## config.mk

```make
export PLATFORM = sky130hd
export DESIGN_NAME = imem_loader
export DESIGN_NICKNAME = d
export VERILOG_FILES = /design/src/rtl/imem_loader_pkg.sv /design/src/rtl/loader_xor_acc.sv /design/src/rtl/imem_loader.sv
export SDC_FILE = /design/constraint.sdc
export NUM_CORES = 1
export LEC_CHECK = 0
export CAP_MARGIN = 25
export CORE_AREA = 2 2 75 77
export CTS_BUF_LIST = sky130_fd_sc_hd__clkbuf_16
export DETAILED_ROUTE_END_ITERATION = 12
export DIE_AREA = 0 0 77 79
export DONT_BUFFER_PORTS = 1
export GPL_TIMING_DRIVEN = 0
export PLACE_DENSITY = 0.78
export SYNTH_ARGS = -nofsm -noshare
export SYNTH_HDL_FRONTEND = slang
export SYNTH_SLANG_ARGS = --single-unit
```

## constraint.sdc

```tcl
create_clock -name clk -period 1.8 [get_ports clk]
set_clock_uncertainty 0.05 [all_clocks]
set_input_delay 0.45 -clock clk [delete_from_list [all_inputs] [get_ports clk]]
set_output_delay 0.45 -clock clk [all_outputs]
set_load 0.05 [all_outputs]
```

## src/rtl/imem_loader_pkg.sv

```systemverilog
// Shared definitions for the IMEM byte-stream loader.
// The checksum stage is built only when LOADER_CHECKSUM_EN is defined.
package imem_loader_pkg;

  // Default frame start marker.
  localparam logic [7:0] LOADER_SYNC_DEFAULT = 8'hA5;

  // Loader FSM state encoding.
  typedef enum logic [2:0] {
    StIdle  = 3'd0,
    StLenLo = 3'd1,
    StLenHi = 3'd2,
    StData  = 3'd3,
    StChk   = 3'd4,
    StDone  = 3'd5
  } loader_state_e;

  // State entered once the last payload byte (or an empty length) has been taken.
  function automatic loader_state_e payload_end_state();
`ifdef LOADER_CHECKSUM_EN
    return StChk;
`else
    return StDone;
`endif
  endfunction

endpackage

```

## src/rtl/loader_xor_acc.sv

```systemverilog
// Running XOR of payload bytes, used as the frame checksum.
// Instantiated by imem_loader only when LOADER_CHECKSUM_EN is defined.
module loader_xor_acc (
  input  logic       clk_i,
  input  logic       rst_ni,
  input  logic       clear_i,
  input  logic       en_i,
  input  logic [7:0] data_i,
  output logic [7:0] acc_o
);

  logic [7:0] acc_q, acc_d;

  // Clear wins over accumulate; otherwise fold in each enabled byte.
  always_comb begin
    acc_d = acc_q;
    if (clear_i) begin
      acc_d = 8'h00;
    end else if (en_i) begin
      acc_d = acc_q ^ data_i;
    end
  end

  // Accumulator register.
  always_ff @(posedge clk_i or negedge rst_ni) begin
    if (!rst_ni) begin
      acc_q <= 8'h00;
    end else begin
      acc_q <= acc_d;
    end
  end

  assign acc_o = acc_q;

endmodule

```

## src/rtl/imem_loader.sv

```systemverilog
// Byte-stream program loader: parses sync/length/payload[/checksum] frames from a
// valid/ready byte stream and writes the payload into IMEM one byte per cycle.
// The core is held in reset until a frame completes cleanly.
// Optional checksum byte after the payload: define LOADER_CHECKSUM_EN.
module imem_loader
  import imem_loader_pkg::*;
#(
  parameter int unsigned MEM_NBYTE = 4096,
  parameter int unsigned ADDR_W    = $clog2(MEM_NBYTE),
  parameter logic [7:0]  SYNC_BYTE = LOADER_SYNC_DEFAULT
) (
  input  logic              clk,
  input  logic              rst_n,
  input  logic              s_valid,
  output logic              s_ready,
  input  logic [7:0]        s_data,
  output logic              mem_we,
  output logic [ADDR_W-1:0] mem_waddr,
  output logic [7:0]        mem_wdata,
  output logic              cpu_rst_n,
  output logic              done,
  output logic              err
);

  localparam int unsigned MaxWords = MEM_NBYTE / 4;

  loader_state_e     state_q, state_d;
  logic [7:0]        len_lo_q, len_lo_d;
  logic [ADDR_W-1:0] ctr_q, ctr_d;
  logic [ADDR_W-1:0] last_q, last_d;
  logic              we_q, we_d;
  logic [ADDR_W-1:0] waddr_q, waddr_d;
  logic [7:0]        wdata_q, wdata_d;
  logic              cpu_rst_n_q, cpu_rst_n_d;
  logic              err_q, err_d;

  logic              accept;
  logic              sync_hit;
  logic [15:0]       len_word;
  logic [17:0]       len_nbyte;
  logic              len_too_long;

  // Only DONE stalls the stream.
  assign s_ready  = (state_q != StDone);
  assign accept   = s_valid & s_ready;
  assign sync_hit = accept && (state_q == StIdle) && (s_data == SYNC_BYTE);

  // Word count completes when the high byte arrives.
  assign len_word     = {s_data, len_lo_q};
  assign len_nbyte    = {len_word, 2'b00};
  assign len_too_long = (32'(len_word) > MaxWords);

`ifdef LOADER_CHECKSUM_EN
  logic [7:0] chk_acc;
  logic       chk_en;

  assign chk_en = accept && (state_q == StData);

  loader_xor_acc u_xor_acc (
    .clk_i   (clk),
    .rst_ni  (rst_n),
    .clear_i (sync_hit),
    .en_i    (chk_en),
    .data_i  (s_data),
    .acc_o   (chk_acc)
  );
`endif

  // Next-state, counters and write-port register inputs.
  always_comb begin
    state_d     = state_q;
    len_lo_d    = len_lo_q;
    ctr_d       = ctr_q;
    last_d      = last_q;
    we_d        = 1'b0;
    waddr_d     = waddr_q;
    wdata_d     = wdata_q;
    cpu_rst_n_d = cpu_rst_n_q;
    err_d       = err_q;

    unique case (state_q)
      StIdle: begin
        if (sync_hit) begin
          state_d     = StLenLo;
          err_d       = 1'b0;
          cpu_rst_n_d = 1'b0;
          ctr_d       = '0;
        end
      end

      StLenLo: begin
        if (accept) begin
          len_lo_d = s_data;
          state_d  = StLenHi;
        end
      end

      StLenHi: begin
        if (accept) begin
          if (len_too_long) begin
            err_d   = 1'b1;
            state_d = StIdle;
          end else if (len_word == 16'd0) begin
            state_d = payload_end_state();
          end else begin
            // Index of the final payload byte; fits because the length was bounded.
            last_d  = ADDR_W'(len_nbyte - 18'd1);
            state_d = StData;
          end
        end
      end

      StData: begin
        if (accept) begin
          we_d    = 1'b1;
          waddr_d = ctr_q;
          wdata_d = s_data;
          ctr_d   = ctr_q + ADDR_W'(1);
          if (ctr_q == last_q) begin
            state_d = payload_end_state();
          end
        end
      end

`ifdef LOADER_CHECKSUM_EN
      StChk: begin
        if (accept) begin
          if (s_data == chk_acc) begin
            state_d = StDone;
          end else begin
            err_d   = 1'b1;
            state_d = StIdle;
          end
        end
      end
`endif

      StDone: begin
        // Core leaves reset the cycle after the done pulse.
        cpu_rst_n_d = 1'b1;
        state_d     = StIdle;
      end

      default: begin
        state_d = StIdle;
      end
    endcase
  end

  // State, counters and registered write port.
  always_ff @(posedge clk or negedge rst_n) begin
    if (!rst_n) begin
      state_q     <= StIdle;
      len_lo_q    <= 8'h00;
      ctr_q       <= '0;
      last_q      <= '0;
      we_q        <= 1'b0;
      waddr_q     <= '0;
      wdata_q     <= 8'h00;
      cpu_rst_n_q <= 1'b0;
      err_q       <= 1'b0;
    end else begin
      state_q     <= state_d;
      len_lo_q    <= len_lo_d;
      ctr_q       <= ctr_d;
      last_q      <= last_d;
      we_q        <= we_d;
      waddr_q     <= waddr_d;
      wdata_q     <= wdata_d;
      cpu_rst_n_q <= cpu_rst_n_d;
      err_q       <= err_d;
    end
  end

  assign mem_we    = we_q;
  assign mem_waddr = waddr_q;
  assign mem_wdata = wdata_q;
  assign cpu_rst_n = cpu_rst_n_q;
  assign err       = err_q;
  assign done      = (state_q == StDone);

endmodule

```

### Word-level counts from Yosys, hierarchy flattened

Index checks and enable logic that the tools add are counted.

| storage, ports and cells | value |
|---|---|
| bits of input ports | 11 |
| word-level logic and storage cells | 60 |
| register bits after elaboration | 58 |
| output and inout port bits | 25 |

| cells by class | value |
|---|---|
| $add $sub $neg | 2 |
| bitwise operators | 3 |
| reduce and logical (&&, ||, !) cells | 14 |
| $lt $le $gt $ge | 1 |
| mux-type cells | 18 |
| eq/ne operators | 13 |

Operator list:

| kind | number |
|---|---|
| 2-to-1 mux 12 bit | 2 |
| one-hot mux 12 bit (2 select lines) | 1 |
| 2-to-1 mux 3 bit | 7 |
| > comparator 16 x 11 -> 1 bit, second input constant | 1 |
| logical NOT 16 bit | 1 |
| adder 12 x 1 -> 12 bit, second input constant | 1 |
| == test 12 bit | 1 |
| inequality test 2 bit, second input constant | 6 |
| one-hot mux 3 bit (4 select lines) | 1 |
| subtractor 12 x 1 -> 12 bit, second input constant | 1 |
| == test 8 bit, second input constant | 1 |
| AND reduction 4 bit | 2 |
| == test 3 x 2 -> 1 bit, second input constant | 2 |
| AND reduction 2 bit | 3 |
| nonzero test 2 bit | 3 |
| 2-to-1 mux 1 bit | 5 |
| AND reduction 5 bit | 1 |
| one-hot mux 1 bit (2 select lines) | 2 |
| == test 3 x 1 -> 1 bit, second input constant | 1 |
| == test 3 bit, second input constant | 1 |
| logical NOT 3 bit | 1 |
| inequality test 3 bit, second input constant | 1 |
| AND reduction 3 bit | 1 |
| logical AND 1 bit | 2 |
| other kinds (2) | 3 |

### Longest topological paths before layout

| logic depth | value |
|---|---|
| word-level depth | 6 |
| gate-level depth with buffers | 7 |
| depth with buffers taken out | 6 |

### Worst setup path after synthesis

OpenSTA, ideal clock, no wires.

| path | value |
|---|---|
| path type | register to output |
| start point | reg state_q[1] |
| end point | out done |
| arrival time | 1446 ps |
| cell stages (with the launch flop) | 3 |
| path slack | -146 ps |
| required time | 1300 ps |
| buffers on the path | 0 |
| cells stage by stage | dfrtp_1 -> nand3b_1 -> inv_1 |

| on the way | value |
|---|---|
| cells in the longest elaborated chain, start to end | 1 |

RTL lines:

| what | RTL line | RTL |
|---|---|---|
| start, declared | imem_loader.sv:27 | `loader_state_e state_q, state_d;` |
| start signal, assigned | imem_loader.sv:153 | `state_q <= StIdle;` |
| start signal, assigned | imem_loader.sv:163 | `state_q <= state_d;` |
| == test 3 bit | imem_loader.sv:180 | `assign done = (state_q == StDone);` |
| end, declared | imem_loader.sv:21 | `output logic done,` |

Every way passes these cells.

### Worst setup path after layout

Ends and elaborated chain as after synthesis.

==> impl_metrics.toml <==
[routing]
initialDrtViolationCount = 137
wl_per_cell_microns = 17.3
viasPerCell = 5.81
ant_nets = 0
drt_pass1_iterations = 4
wirelength_microns = 6710
num_vias = 2255
drcViolationCount = 0

[cts]
clk_path_buf_depth = 2
clock_sinks = 57
tritoncts = "built"
clk_pin_slew_worst_paths_ns = 0.05
root_buffer = "clkbuf_16"
cts_made_buffers = 9
clk-insertion-delay-late_ns = 0.32
htree_levels = 3

[timing]
setup_viol = 14
hold_viol_final = 57
fmax_ghz = 0.444
slew_viol_final = 0
tightest_slew_ns = 0.674
period_share_pct = 125
rsz0062_at_grt = "true"
min_period_ns = 2.25
fin_ws_ns = -0.450
holdWs_ns = -0.231
relSlewSlack_pct = 54.9

[global_route]
grt_max_degree = 58
grt_pass1_wl_microns = 10200
grt_pass1_vias = 2131
antenna_found_initial = 0
overflow = 0
grt_usage_pct = 21.8

[yosys]
ys.flop_type = "dfrtp_1"
synth.net_count = 298
synth-seq-cells = 57
synth_cell_type_count = 45
avgSynthCellArea_sq_um = 10.1
synth.yosys.seq_area_share_pct = 49.5
syn_inst = 284
yosysWarnings = 0
synth_area_sq_um = 2880
synth_edf_count = 0
synthArstFlopShare_pct = 100

[final_layout]
area_delta_synth_final_pct = 20.4
fillers = 414
drive_above_1_share_pct = 26.6
nNetsFinal = 325
diodes = 0

[pwr]
peakVddDrop_mv = 0.738
p_leak_nw = 1.64
total_power_w = 0.00406
p_per_area_nw_per_um2 = 1170

[floorplanning]
start_util_pct = 53.9
core_area_sq_um = 5340
die_h_microns = 79
die_area_sq_um = 6080
rows = 27
boundaryPins = 36
die_x_microns = 77

[outcome]
violations = "hold timing, setup timing"
outcome = "finished, violations left"

[setup_path]
critPathLaunchType = "register"
rr_startpoint = "len_lo_q[7]"
cp_data_required_time_ns = 1.30
reg2reg_setup_slack_ns = -0.26
end_kind = "output pin"
reg2reg_to = "last_q[9]"
crit_end = "done"
crit_type = "reg2out"
startpoint = "state_q[1]"
crit_fanout = 3
worstPathArrival_ns = 1.75
r2r_cells = 5

[placed_design]
portBuffers = 0
hpwl_microns = 4300
pre_cts_ws_ns = -0.204
place.gp.congestion = 0.863

[flow_run]
maxCapViolCount = 0

[worst_hold_path]
hp-class = "in2async"
==> area by class of cell <==
cell class | count | area [sq um] | area share, %
buffer | 11 | 62.6 | 1.80
tap | 72 | 90.1 | 2.60
clock inverter | 7 | 38.8 | 1.12
sequential | 57 | 1430 | 41.2
multi-input combinational | 203 | 1430 | 41.2
inverter | 11 | 45.0 | 1.30
timing repair buffer | 18 | 148 | 4.26
clock buffer | 9 | 225 | 6.50
==> per-stage QoR <==
| stage | std cells | TNS [ns] | utilization, % | cell area [sq um] |
|---|---|---|---|---|
| finish | 388 | -2.98 | 65.0 | 3470 |
| detailed placement | 356 | -4.37 | 56.2 | 3000 |
| global route | 388 | -4.17 | 65.0 | 3470 |
| global placement | 356 | -3.40 | 56.2 | 3000 |
| floorplan | 284 | -0.469 | - | 2910 |
| CTS | 377 | -2.90 | 62.3 | 3330 |
==> cells in the mapped netlist, drive strengths merged, types with 4 or more instances <==
master | number | area share [%]
a21oi | 4 | 0.70
buf | 7 | 1.7
mux2 | 15 | 6.9
and3 | 4 | 0.91
nand2 | 62 | 8.1
inv | 11 | 1.4
xor2 | 7 | 2.1
nor3 | 7 | 1.2
clkbuf | 6 | 0.78
nor2 | 13 | 1.7
dfrtp | 57 | 50
nand4 | 8 | 1.7
o21ai | 10 | 1.7
nor4 | 7 | 2.6
nand3 | 7 | 1.2
xnor2 | 17 | 5.2
==> metal layers <==
metal  part of all wire (%)  vias up  GRT usage (%)
met1                     43     1130           28.9
met5                      0        -              0
met3                    4.9       16           5.45
met2                     50       75           33.2
li1                       -     1034              -
met4                    2.0        0           11.8
==> how the worst min path moves through the flow <==
stage	startpoint	slack, ns	to	depth (start not counted)
after floorplan	rst_n	0.10	cpu_rst_n	0
after detailed placement	rst_n	0.11	mem_waddr[9]	0
after global placement	rst_n	0.11	mem_waddr[8]	0
after CTS	rst_n	-0.24	ctr_q[4]	0
final	rst_n	-0.23	mem_waddr[4]	0
after global routing	rst_n	-0.24	mem_we	0
==> cell usage in the layout, fill, tap and decap left out, types with 3 or more instances in the layout <==
master / count
nor4_1: 3
nor4_4: 4
clkinv_2: 4
buf_4: 13
nand3b_1: 3
or3_1: 3
dfrtp_2: 3
inv_2: 3
and3_1: 3
mux2_4: 9
and2_1: 3
clkbuf_2: 3
buf_6: 5
inv_1: 8
buf_2: 6
nand2_1: 62
nand4_1: 8
dfrtp_1: 54
xor2_1: 7
mux2_2: 6
o21ai_0: 10
nor2_1: 13
clkinvlp_4: 3
nor3_1: 6
a21oi_1: 3
clkbuf_16: 9
nand2b_1: 3
nand3_1: 7
xnor2_1: 17
==> cells by family after synthesis <==
logic type / count (synthesis) / synth area share [%]
buffers and inverters: 24 / 3.87
AND/OR/NAND/NOR: 134 / 24.5
adder cells (fa/ha/maj): 3 / 1.30
XOR/XNOR: 24 / 7.30
AO/OA/AOI/OAI: 25 / 5.91
flip-flops: 57 / 49.5
multiplexers: 17 / 7.61
==> report_power, final <==
part | total (W) | internal, W | switching (W) | leakage (nW)
logic | 0.000823 | 0.000431 | 0.000392 | 0.747
clock network | 0.00149 | 0.000912 | 0.000581 | 0.132
registers | 0.00174 | 0.00143 | 0.000310 | 0.761
total | 0.00406 | 0.00277 | 0.00128 | 1.64
==> what timing repair did <==
action / CTS / global route
pin swaps: 3 / 7
endpoints found under the setup margin: 34 / 28
hold endpoints to repair: 57 / 57
setup buffers: 5 / 12
resized for setup: 10 / 17
cloned: 1 / 1
==> sequential cells by signal, indices dropped and copies added (netlist names) <==
register   cells
cpu_rst_n      1
len_lo_q       8
last_q        11
mem_waddr     12
mem_wdata      8
err            1
state_q        3
mem_we         1
ctr_q         12
==> worst max-delay path: stages (launching register included) <==
cell	delay, ns
dfrtp_2	0.39
nand3b_1	0.56
clkinvlp_4	0.47
Power figures use the tool's default switching activity.
